## config.mk

```make
export PLATFORM = sky130hd
export DESIGN_NAME = psm_phase_meter
export DESIGN_NICKNAME = d
export VERILOG_FILES = /design/src/rtl/psm_phase_meter.sv
export SDC_FILE = /design/constraint.sdc
export NUM_CORES = 1
export LEC_CHECK = 0
export CAP_MARGIN = 30
export CORE_MARGIN = 2
export CORE_UTILIZATION = 45
export CTS_BUF_LIST = sky130_fd_sc_hd__clkbuf_8
export CTS_CLUSTER_SIZE = 30
export DETAILED_ROUTE_END_ITERATION = 16
export GPL_TIMING_DRIVEN = 0
export PLACE_DENSITY = 0.72
export SLEW_MARGIN = 0
export SYNTH_ARGS = -nofsm -noshare
export SYNTH_HDL_FRONTEND = slang
export SYNTH_SLANG_ARGS = --single-unit
```

## constraint.sdc

```tcl
create_clock -name CLK -period 2.79 [get_ports CLK]
set_input_delay 0.558 -clock CLK [delete_from_list [all_inputs] [get_ports CLK]]
set_output_delay 0.558 -clock CLK [all_outputs]
set_load 0.05 [all_outputs]
```

## src/rtl/psm_phase_meter.sv

```systemverilog
// Measures REF period and REF->MEAS phase shift (magnitude + sign) in CLK cycles.
// Latency: SYNC_STAGES+1 cycles from REF rising at the pins to oVALID/oERR; no backpressure.
module psm_phase_meter #(
    parameter int BITS_DATA   = 16,
    parameter int SYNC_STAGES = 2
) (
    input  logic                 CLK,
    input  logic                 RST,
    input  logic                 iREF,
    input  logic                 iMEAS,
    output logic [BITS_DATA-1:0] oPERIOD,
    output logic [BITS_DATA-1:0] oPHASE_value,
    output logic                 oPHASE_sign,
    output logic                 oVALID,
    output logic                 oLOCK,
    output logic                 oERR
);

    localparam logic [BITS_DATA-1:0] C_ONE = {{(BITS_DATA-1){1'b0}}, 1'b1};
    localparam logic [BITS_DATA-1:0] C_MAX = '1;

    typedef enum logic {
        S_IDLE,
        S_MEASURE
    } state_t;

    state_t                 r_state;
    state_t                 w_state_nxt;
    logic [SYNC_STAGES-1:0] r_ref_sync;
    logic [SYNC_STAGES-1:0] r_meas_sync;
    logic                   r_ref_prev;
    logic                   r_meas_prev;
    logic [BITS_DATA-1:0]   r_cnt;
    logic [BITS_DATA-1:0]   r_d;
    logic [1:0]             r_mcnt;
    logic [BITS_DATA-1:0]   r_period;
    logic [BITS_DATA-1:0]   r_phase_val;
    logic                   r_phase_sign;
    logic                   r_valid;
    logic                   r_lock;
    logic                   r_err;

    logic                   w_ref_edge;
    logic                   w_meas_edge;
    logic                   w_cnt_sat;
    logic [BITS_DATA:0]     w_d2;
    logic [BITS_DATA:0]     w_p_ext;
    logic                   w_lag;
    logic [BITS_DATA-1:0]   w_lead_val;

    assign w_ref_edge  = r_ref_sync[SYNC_STAGES-1] & ~r_ref_prev;
    assign w_meas_edge = r_meas_sync[SYNC_STAGES-1] & ~r_meas_prev;
    assign w_cnt_sat   = (r_cnt == C_MAX);

    // One extra bit so 2*d cannot wrap; the exact half-period tie counts as lag.
    assign w_d2       = {r_d, 1'b0};
    assign w_p_ext    = {1'b0, r_cnt};
    assign w_lag      = (w_d2 <= w_p_ext);
    assign w_lead_val = r_cnt - r_d;

    always_ff @(posedge CLK) begin
        if (!RST) begin
            r_ref_sync  <= '0;
            r_meas_sync <= '0;
            r_ref_prev  <= 1'b0;
            r_meas_prev <= 1'b0;
        end else begin
            r_ref_sync  <= {r_ref_sync[SYNC_STAGES-2:0], iREF};
            r_meas_sync <= {r_meas_sync[SYNC_STAGES-2:0], iMEAS};
            r_ref_prev  <= r_ref_sync[SYNC_STAGES-1];
            r_meas_prev <= r_meas_sync[SYNC_STAGES-1];
        end
    end

    always_ff @(posedge CLK) begin
        if (!RST) begin
            r_state <= S_IDLE;
        end else begin
            r_state <= w_state_nxt;
        end
    end

    always_comb begin
        w_state_nxt = r_state;
        case (r_state)
            S_IDLE:    if (w_ref_edge) w_state_nxt = S_MEASURE;
            S_MEASURE: if (!w_ref_edge && w_cnt_sat) w_state_nxt = S_IDLE;
            default:   w_state_nxt = S_IDLE;
        endcase
    end

    always_ff @(posedge CLK) begin
        if (!RST) begin
            r_cnt        <= '0;
            r_d          <= '0;
            r_mcnt       <= 2'd0;
            r_period     <= '0;
            r_phase_val  <= '0;
            r_phase_sign <= 1'b0;
            r_valid      <= 1'b0;
            r_lock       <= 1'b0;
            r_err        <= 1'b0;
        end else begin
            r_valid <= 1'b0;
            r_err   <= 1'b0;

            if (w_ref_edge) begin
                r_cnt <= C_ONE;
            end else if (!w_cnt_sat) begin
                r_cnt <= r_cnt + C_ONE;
            end

            if (w_ref_edge) begin
                // A MEAS edge coincident with REF opens the new window at d=0.
                r_mcnt <= w_meas_edge ? 2'd1 : 2'd0;
                r_d    <= '0;
                if (r_state == S_MEASURE) begin
                    if (r_mcnt == 2'd1) begin
                        r_period     <= r_cnt;
                        r_phase_val  <= w_lag ? r_d : w_lead_val;
                        r_phase_sign <= ~w_lag;
                        r_valid      <= 1'b1;
                        r_lock       <= 1'b1;
                    end else begin
                        r_err <= 1'b1;
                    end
                end
            end else if (r_state == S_MEASURE) begin
                if (w_cnt_sat) begin
                    r_lock <= 1'b0;
                end else if (w_meas_edge) begin
                    r_d <= r_cnt;
                    if (r_mcnt != 2'd2) r_mcnt <= r_mcnt + 2'd1;
                end
            end
        end
    end

    assign oPERIOD      = r_period;
    assign oPHASE_value = r_phase_val;
    assign oPHASE_sign  = r_phase_sign;
    assign oVALID       = r_valid;
    assign oLOCK        = r_lock;
    assign oERR         = r_err;

endmodule

```

==> results.sh <==
export IMPL_maxCapViolations=0
export IMPL_start_util_pct=46.6
export IMPL_yosysWarnings=0
export IMPL_syn_nets=559
export IMPL_crit_type="register to register"
export IMPL_post_drt_wl_per_cell_um=16.6
export IMPL_via_count=3901
export IMPL_synth_edf_count=0
export IMPL_skew_ps=9.56
export IMPL_chipHeight_um=102
export IMPL_syn_inst=521
export IMPL_yosysMostFrequentCell="nand2_1"
export IMPL_required_ps=3040
export IMPL_max_vdd_ir_drop_mv=0.190
export IMPL_slew_violations=0
export IMPL_period_minus_slack_ps=2660
export IMPL_synthTopCellsByCount="nand2_1, dfxtp_1, a21oi_1"
export IMPL_yosysTopAreaCellShare_pct=35.7
export IMPL_outcome="finished, final reports clean"
export IMPL_fin_tns_setup_ps=0
export IMPL_synth_top_cell_by_area="dfxtp_1"
export IMPL_layout_nets=610
export IMPL_drive_gt1_share_pct=8.16
export IMPL_antenna_left=0
export IMPL_dieWidth_um=102
export IMPL_netlist_area_mm2=0.00432
export IMPL_async_reset_ff_share_pct=0
export IMPL_htreeDepth=3
export IMPL_avgSynthCellArea_um2=8.30
export IMPL_leakagePower_nw=1.79
export IMPL_drt_pass1_iterations=5
export IMPL_path_clk_slew_ps=80
export IMPL_num_io_pins=40
export IMPL_clock_latency_ps=360
export IMPL_antenna_found_initial=0
export IMPL_vias_per_cell=5.53
export IMPL_numCtsBuffers=9
export IMPL_die_area_mm2=0.0104
export IMPL_syn_to_final_growth_pct=17.3
export IMPL_cts_sinks=77
export IMPL_numPortBuffers=38
export IMPL_diodes=0
export IMPL_hold_viol_final=0
export IMPL_drc=0
export IMPL_place_area_mm2=0.00486
export IMPL_yosysSeqAreaShare_pct=35.7
export IMPL_grt_start_max_net_pins=13
export IMPL_critPathMaxStageDelay_ps=510
export IMPL_multi_input_area_mm2=0.00255
export IMPL_dpl_hpwl_um=8910
export IMPL_wirelength_um=11700
export IMPL_synth_ff_latch_count=77
export IMPL_finish_instance_area_mm2=0.00507
export IMPL_cts_tree="yes"
export IMPL_clock_path_buffers=2
export IMPL_fin_crit_sh_pct=95.3
export IMPL_crit_chain="inv_1 > ha_1 > a21oi_1 > o21ai_0 > a2111oi_4 > nand3_2 > nor4b_1 > o31a_1"
export IMPL_finalWeightedCongestion=1.01
export IMPL_hp_class="register to register"
export IMPL_cp_arrival_ps=2910
export IMPL_cts_root_buf="clkbuf_8"
export IMPL_ys_types=63
export IMPL_seqCellArea_mm2=0.00154
export IMPL_rsz0062_at_grt="no"
export IMPL_grt_pass1_vias=3779
export IMPL_max_freq_mhz=376
export IMPL_endpoint_kind="register"
export IMPL_worstSetupStartpointType="register"
export IMPL_synth_area_leaders="dfxtp_1, ha_1, nand2_1"
export IMPL_final_cells=705
export IMPL_slew_headroom_pct=31.8
export IMPL_grt_use_total_pct=23.6
export IMPL_coreArea_mm2=0.00928
export IMPL_drtIter0Drc=172
export IMPL_tightest_slew_ps=1010
export IMPL_power_density_mw_per_mm2=405
export IMPL_grt_pass1_wl_um=18800
export IMPL_cp_slowest_cell="a2111oi_4"
export IMPL_setup_viol=0
export IMPL_grt_ovfl_total=0
export IMPL_placed_cells=688
export IMPL_synth_top_flop_cell="dfxtp_1"
export IMPL_worstPathMaxFanout=7
export IMPL_n_fill_cell=913
export IMPL_rows=35
[area by class of cell]
type                    count  share of cell area, %
multi-input cells         386                   50.2
flip-flops and latches     77                   30.4
repair buffers             40                   7.80
well taps                 129                   3.18
clock buffers              11                   2.99
inverters                  35                   2.59
plain buffers              23                   2.30
clock inverters             4                  0.494
[power by group]
group / internal (mW) / leakage [nW] / switching [mW]
clock: 0.364 / 0.0926 / 0.423
sequential: 1.11 / 0.622 / 0.0135
combinational: 0.0560 / 1.08 / 0.0869
total: 1.53 / 1.79 / 0.523
[state kept, by name, indices dropped and copies added, names as in the netlist]
register and count:
oLOCK 1, r_meas_sync 2, oPHASE_value 16, r_cnt 16, r_d 16, r_state 1, r_mcnt 2, r_meas_prev 1
oVALID 1, r_ref_prev 1, oPHASE_sign 1, r_ref_sync 2, oPERIOD 16, oERR 1
[repair_timing]
action,in CTS,in global routing
setup buffers,2,0
gates resized for setup,0,4
setup endpoints to repair,2,12
hold buffers,0,0
gates cloned,0,0
[cells in the final DEF (no fill, tap or decap), drive strengths merged, types with 15 or more instances in the layout]
master         count
clkbuf            26
o21ai             18
clkdlybuf4s50     38
xnor2             17
nor2              26
ha                33
nor3              15
inv               35
a21oi             62
nand2             88
dfxtp             77
nand3             21
[worst paths after layout]
check,from,end,slack (ps),depth (start not counted)
setup / recovery,r_cnt[2],oPHASE_value[5],130,8
setup reg to reg,r_cnt[2],oPHASE_value[5],130,8
hold / removal,r_ref_sync[0],r_ref_sync[1],450,1
hold reg to reg,r_ref_sync[0],r_ref_sync[1],450,1
[worst max-delay path, delay by kind of cell, from the launching register on]
kind	cells	cell delay [ps]
adder cells (fa/ha/maj)	1	330
buffers and inverters	1	140
AND/OR/NAND/NOR	2	460
flip-flops	1	470
AO/OA/AOI/OAI	4	1140
[cell families (layout without fill, tap and decap cells)]
| logic type | count (synthesis) | after routing | synth area share, % |
|---|---|---|---|
| AND/OR/NAND/NOR | 199 | 199 | 23.5 |
| AO/OA/AOI/OAI | 126 | 126 | 19.5 |
| flip-flops | 77 | 77 | 35.7 |
| buffers and inverters | 58 | 113 | 5.70 |
| adder cells (fa/ha/maj) | 34 | 34 | 10.0 |
| XOR/XNOR | 22 | 22 | 4.46 |
| multiplexers | 5 | 5 | 1.16 |
[layer usage]
| layer | wire [um] | up-vias | GRT usage (%) | part of all wire, % |
|---|---|---|---|---|
| met5 | 0 | - | 0 | 0 |
| met4 | 335 | 0 | 9.74 | 2.9 |
| met3 | 565 | 28 | 4.51 | 4.8 |
| met2 | 5380 | 90 | 37.5 | 46 |
| met1 | 5400 | 1865 | 31.4 | 46 |
| li1 | - | 1918 | - | - |
[stage by stage]
| stage | util [%] | total power [mW] | setup slack [ps] | hold slack (ps) |
|---|---|---|---|---|
| after detailed placement | 52.4 | 1.28 | 4.98 | 427 |
| after global routing | 54.6 | 2.13 | 6.57 | 476 |
| after floorplan | - | 1.24 | 491 | 412 |
| after global placement | 52.4 | 1.28 | 43.3 | 414 |
| after CTS | 54.5 | 2.06 | 87.4 | 449 |
| final | 54.6 | 2.05 | 131 | 446 |
No activity file was read; power rests on OpenSTA's default activity.
